## src/rtl/regfile_read_arbiter.sv

```systemverilog
// regfile_read_arbiter: shares the single combinational register-file read port
// between two requesters. Each request asks for a burst of 1-8 consecutive
// registers; the block arbitrates, walks the read address with wrap-around and
// registers the returned words.
//
// Optional feature: define RF_ARB_ROUND_ROBIN_EN for round-robin arbitration on
// simultaneous requests; otherwise requester 0 has fixed priority.
module regfile_read_arbiter #(
    parameter int unsigned DATA_WIDTH = 32,
    parameter int unsigned ADDR_WIDTH = 3
) (
    input  logic                  clk,
    input  logic                  reset_n,
    input  logic                  req0,
    input  logic [ADDR_WIDTH-1:0] addr0,
    input  logic [2:0]            len0,
    output logic                  gnt0,
    output logic                  rvalid0,
    input  logic                  req1,
    input  logic [ADDR_WIDTH-1:0] addr1,
    input  logic [2:0]            len1,
    output logic                  gnt1,
    output logic                  rvalid1,
    output logic [ADDR_WIDTH-1:0] rd_addr,
    input  logic [DATA_WIDTH-1:0] rd_data,
    output logic [DATA_WIDTH-1:0] rdata,
    output logic                  rlast,
    output logic                  busy
);

    localparam logic [0:0] IDLE  = 1'b0;
    localparam logic [0:0] BURST = 1'b1;

    logic [0:0] state;
    logic       owner;
    logic [2:0] len;
    logic [2:0] cnt;
    logic       win;

`ifdef RF_ARB_ROUND_ROBIN_EN
    // Last granted requester; reset to 1 so requester 0 wins the first tie.
    logic       last_owner;
`endif

    // Winner selection among the current requests (1 = requester 1)
    always_comb begin
        win = ~req0;
`ifdef RF_ARB_ROUND_ROBIN_EN
        if (req0 && req1) begin
            win = ~last_owner;
        end
`endif
    end

    // Arbitration and burst sequencing
    always_ff @(posedge clk or negedge reset_n) begin
        if (!reset_n) begin
            state   <= IDLE;
            owner   <= 1'b0;
            len     <= 3'd0;
            cnt     <= 3'd0;
            gnt0    <= 1'b0;
            gnt1    <= 1'b0;
            rvalid0 <= 1'b0;
            rvalid1 <= 1'b0;
            rlast   <= 1'b0;
            rdata   <= '0;
            rd_addr <= '0;
`ifdef RF_ARB_ROUND_ROBIN_EN
            last_owner <= 1'b1;
`endif
        end else if (state == IDLE) begin
            gnt0    <= 1'b0;
            gnt1    <= 1'b0;
            rvalid0 <= 1'b0;
            rvalid1 <= 1'b0;
            if (req0 || req1) begin
                owner   <= win;
                len     <= win ? len1 : len0;
                rd_addr <= win ? addr1 : addr0;
                cnt     <= 3'd0;
                gnt0    <= ~win;
                gnt1    <= win;
                state   <= BURST;
`ifdef RF_ARB_ROUND_ROBIN_EN
                last_owner <= win;
`endif
            end
        end else begin
            // One word per cycle; rd_data reflects the address presented now.
            gnt0    <= 1'b0;
            gnt1    <= 1'b0;
            rdata   <= rd_data;
            rvalid0 <= ~owner;
            rvalid1 <= owner;
            rlast   <= (cnt == len);
            rd_addr <= rd_addr + ADDR_WIDTH'(1);
            cnt     <= cnt + 3'd1;
            if (cnt == len) begin
                state <= IDLE;
            end
        end
    end

    assign busy = (state == BURST);

endmodule

```

## config.mk

```make
export PLATFORM = sky130hd
export DESIGN_NAME = regfile_read_arbiter
export DESIGN_NICKNAME = d
export VERILOG_FILES = /design/src/rtl/regfile_read_arbiter.sv
export SDC_FILE = /design/constraint.sdc
export NUM_CORES = 1
export LEC_CHECK = 0
export CELL_PAD_IN_SITES_DETAIL_PLACEMENT = 0
export CELL_PAD_IN_SITES_GLOBAL_PLACEMENT = 1
export CORE_ASPECT_RATIO = 0.75
export CORE_MARGIN = 2
export CORE_UTILIZATION = 33
export CTS_BUF_LIST = sky130_fd_sc_hd__clkbuf_4
export DETAILED_ROUTE_END_ITERATION = 8
export PLACE_DENSITY_LB_ADDON = 0.3
export SLEW_MARGIN = 10
export SYNTH_ARGS = -nofsm -noshare
export SYNTH_HDL_FRONTEND = slang
export SYNTH_SLANG_ARGS = --single-unit
```

## constraint.sdc

```tcl
create_clock -name clk -period 1.67 [get_ports clk]
set_clock_uncertainty 0.2 [all_clocks]
set_input_delay 0.4175 -clock clk [delete_from_list [all_inputs] [get_ports clk]]
set_output_delay 0.4175 -clock clk [all_outputs]
set_load 0.02 [all_outputs]
```

# After elaboration in Yosys (flattened, before gate mapping)
# Index checks and enable logic that the tools add are counted.
[totals]
regBits = 48
input_bits = 48
out_inout_bits = 41
word_cells = 35
[op_classes]
add_sub_neg = 2
n_eq_ne = 1
n_mux = 15
bitwise = 3
n_reduce_logical = 3
[op_table]
columns = ["cell", "n"]
rows = [
  ["$mux 3", 6],
  ["$mux 1", 9],
  ["$add 3x1->3 const B", 2],
  ["$eq 3x3->1", 1],
  ["$not 1->1", 3],
  ["$reduce_and 2->1", 1],
  ["$reduce_bool 2->1", 1],
  ["$logic_or 1x1->1", 1],
]

# Logic depth before layout (Yosys ltp)
# Gate-level depths: netlist of the first run.
[logic_depth]
depth_word = 3
mapped_depth = 5
ltp_nobuf = 4

# Worst setup path before layout of the first run
# OpenSTA, ideal clock, no wires.
[synth_path]
kind = "register to register"
startpoint = "register state, in the netlist busy"
endpoint = "register rdata[0]"
t_arrival_ps = 1065
t_required_ps = 1345
path_slack_ps = 280
path_stages_with_launch = 4
path_buffers = 2
path_cell_list = "dfrtp_1 > buf_6 > buf_6 > mux2_2"
[synth_rtl]
columns = ["item", "line_no", "rtl"]
rows = [
  ["start, declared", "34", "logic [0:0] state;"],
  ["start signal, assigned", "58", "state <= IDLE;"],
  ["start signal, assigned", "84", "state <= BURST;"],
  ["start signal, assigned", "100", "state <= IDLE;"],
  ["end signal, assigned", "93", "rdata <= rd_data;"],
  ["end, declared", "26", "output logic [DATA_WIDTH-1:0] rdata,"],
]
# No word-level cell between the ends.

# Worst setup path after layout of the first run
[layout_path]
startpoint = "register rdata[13]"
endpoint = "output port rdata[13]"
# No word-level cell between the ends.

==> results.sh, run 1 <==
export IMPL_status="complete, no violations"
export IMPL_cpPeakStageDelay_ns=0.40
export IMPL_antenna_found_initial=0
export IMPL_synth_cell_types=24
export IMPL_rsz0062_at_grt="no"
export IMPL_placed_cell_area_mm2=0.00297
export IMPL_grt_max_degree=53
export IMPL_ys_ff_latch=48
export IMPL_layout_commonest_cell="dfrtp_1"
export IMPL_dr_total_vias=1423
export IMPL_drt_iter0_markers=42
export IMPL_slowest_stage="dfrtp_1"
export IMPL_synth_area_mm2=0.00200
export IMPL_worst_setup_path_type="flip-flop to primary output"
export IMPL_core_area_mm2=0.00583
export IMPL_yosys_most_used_dff="dfrtp_1"
export IMPL_path_cells="clkdlybuf4s15_2"
export IMPL_synthToLayoutAreaGrowth_pct=45.9
export IMPL_drt_wl_total_um=4320
export IMPL_wl_per_cell_um=13.7
export IMPL_drc_errors=0
export IMPL_synth_edff_count=0
export IMPL_diodes=0
export IMPL_hold_path_class="flip-flop to flip-flop"
export IMPL_place_gp_congestion=0.743
export IMPL_relSlewSlack_pct=81.2
export IMPL_drive_gt1_share_pct=43.3
export IMPL_synth_top_cell_by_area="dfrtp_1"
export IMPL_die_h_um=71.5
export IMPL_synth_nets=186
export IMPL_crit_family="flip-flops"
export IMPL_clockBufferDepth=2
export IMPL_crit_fanout=2
export IMPL_cellPowerDensity_mw_per_mm2=1340
export IMPL_start_util_pct=34.4
export IMPL_reg2reg_slack_ns=0.07
export IMPL_first_pass_iters=4
export IMPL_tightest_slew_ns=0.281
export IMPL_finalSetupViolCount=0
export IMPL_die_w_um=94.0
export IMPL_worstPathArrival_ns=1.01
export IMPL_maxSlewViolCount=0
export IMPL_mostFrequentLayoutCells="47 x dfrtp_1, 46 x clkdlybuf4s50_1, 36 x buf_2"
export IMPL_ios=89
export IMPL_die_area_mm2=0.00672
export IMPL_clock_sinks=48
export IMPL_grt_overflow=0
export IMPL_cts_buffers_inserted=5
export IMPL_async_reset_ff_share_pct=100
export IMPL_whs_ns=0.252
export IMPL_io_buffers=88
export IMPL_hpwl_um=2910
export IMPL_cts_root_buf="clkbuf_4"
export IMPL_synth_area_leaders="dfrtp_1 60%, mux2_2 19%, buf_6 3.9%"
export IMPL_synth_top_area_share_pct=59.9
export IMPL_startpoint_type="flip-flop"
export IMPL_vdd_drop_max_mv=0.469
export IMPL_ys_seq_area_share_pct=59.9
export IMPL_grt_util_all_layers_pct=13.1
export IMPL_ant_nets=0
export IMPL_crit_required_ns=1.05
export IMPL_cts_tree="yes"
export IMPL_grt_pass1_wl_um=6790
export IMPL_power_uw=3910
export IMPL_path_buf_inv=1
export IMPL_ys_warn_count=0
export IMPL_cap_violations=0
export IMPL_crit_path_end_kind="primary output"
export IMPL_grt_pass1_vias=1463
export IMPL_clock_fmax_ghz=0.616
export IMPL_syn_instance_count=136
export IMPL_path_clk_slew_ns=0.15
export IMPL_min_period_ns=1.62
export IMPL_fill_cells=565
export IMPL_vias_per_cell=4.50
export IMPL_period_share_pct=97.2
export IMPL_cts_max_level=2
export IMPL_clock_latency_ns=0.36
export IMPL_design_area_mm2=0.00293
export IMPL_cellLeakagePower_uw=0.00133
export IMPL_rows=24
export IMPL_finalHoldViolCount=0
export IMPL_synth_avg_cell_area_um2=14.7
export IMPL_nets=287
==> power breakdown <==
| group | switching, uW | internal (uW) | total, uW |
|---|---|---|---|
| registers | 181 | 1470 | 1650 |
| logic | 774 | 804 | 1580 |
| clock network | 370 | 313 | 683 |
| total | 1320 | 2590 | 3910 |
==> Yosys cell counts (3+ instances only) <==
master and instances:
a21oi_1 3, a22oi_1 3, buf_6 7, dfrtp_1 48, mux2_2 33, mux2_4 3, mux2i_1 4, nand2_1 4
nor2_1 3, nor2b_1 5, o21ai_0 3, o21ai_1 4, xnor2_1 3
==> sequential cells by signal, indices dropped and copies added (netlist names), 3 cells and up <==
name     count
cnt          3
len          3
rd_addr      3
rdata       32
==> per-layer routing <==
| metal | share of wire, % | track usage (%) |
|---|---|---|
| met1 | 48 | 17.5 |
| met2 | 43 | 19.8 |
| met4 | 1.0 | 4.35 |
| met5 | 0 | 0 |
| met3 | 8.2 | 4.94 |
==> logic make-up (layout without fill, tap and decap cells) <==
logic type | after synthesis | in the layout | share of synthesized area (%)
AO/OA/AOI/OAI | 15 | 15 | 4.49
XOR/XNOR | 5 | 5 | 2.19
adder cells (fa/ha/maj) | 2 | 2 | 1.25
buffers and inverters | 9 | 111 | 4.49
flip-flops | 48 | 48 | 59.9
multiplexers | 40 | 40 | 22.8
AND/OR/NAND/NOR | 17 | 17 | 4.87
==> repair_timing <==
item	4_1_cts	5_1_grt
hold endpoints to repair	48	0
setup buffers	4	2
gates cloned	0	0
gates resized for setup	124	34
pin swaps	0	0
hold buffers	1	0
setup endpoints to repair	41	34
==> worst paths after layout <==
check	endpoint	cells after the start	start
max reg2reg	len[2]$_DFFE_PN0P_	5	busy$_DFF_PN0_
min reg2reg	rvalid0$_DFF_PN0_	1	owner$_DFFE_PN0P_
min in group asynchronous	rvalid0$_DFF_PN0_	3	reset_n
max in group asynchronous	rdata[12]$_DFFE_PN0P_	3	reset_n
max	rdata[13]	1	rdata[13]$_DFFE_PN0P_
min	rvalid0$_DFF_PN0_	1	owner$_DFFE_PN0P_
==> per-stage QoR <==
stage	std cells	util [%]	setup TNS, ns	setup slack (ns)
after floorplan	136	-	0	0.280
after global placement	301	51.0	-1.78	-0.231
after detailed placement	301	51.0	-1.96	-0.248
after CTS	314	53.6	0	0.00203
after global routing	316	50.2	0	0.0000708
final	316	50.2	0	0.0470
==> cell type report <==
class | instances | area, um2 | share of cell area [%]
Clock buffer | 5 | 37.5 | 1.28
Clock inverter | 3 | 42.5 | 1.45
Inverter | 1 | 3.75 | 0.128
Multi-Input combinational cell | 79 | 713 | 24.4
Sequential cell | 48 | 1200 | 41.1
Tap cell | 78 | 97.6 | 3.34
Timing Repair Buffer | 102 | 828 | 28.3
(Power assumes the default switching activity.)
==> run 2, diff against run 1 <==
- HOLD_SLACK_MARGIN: not set -> 0.02
==> results of run 2 <==
Same layout as run 1: the final DEF is identical, and so are final timing and power.
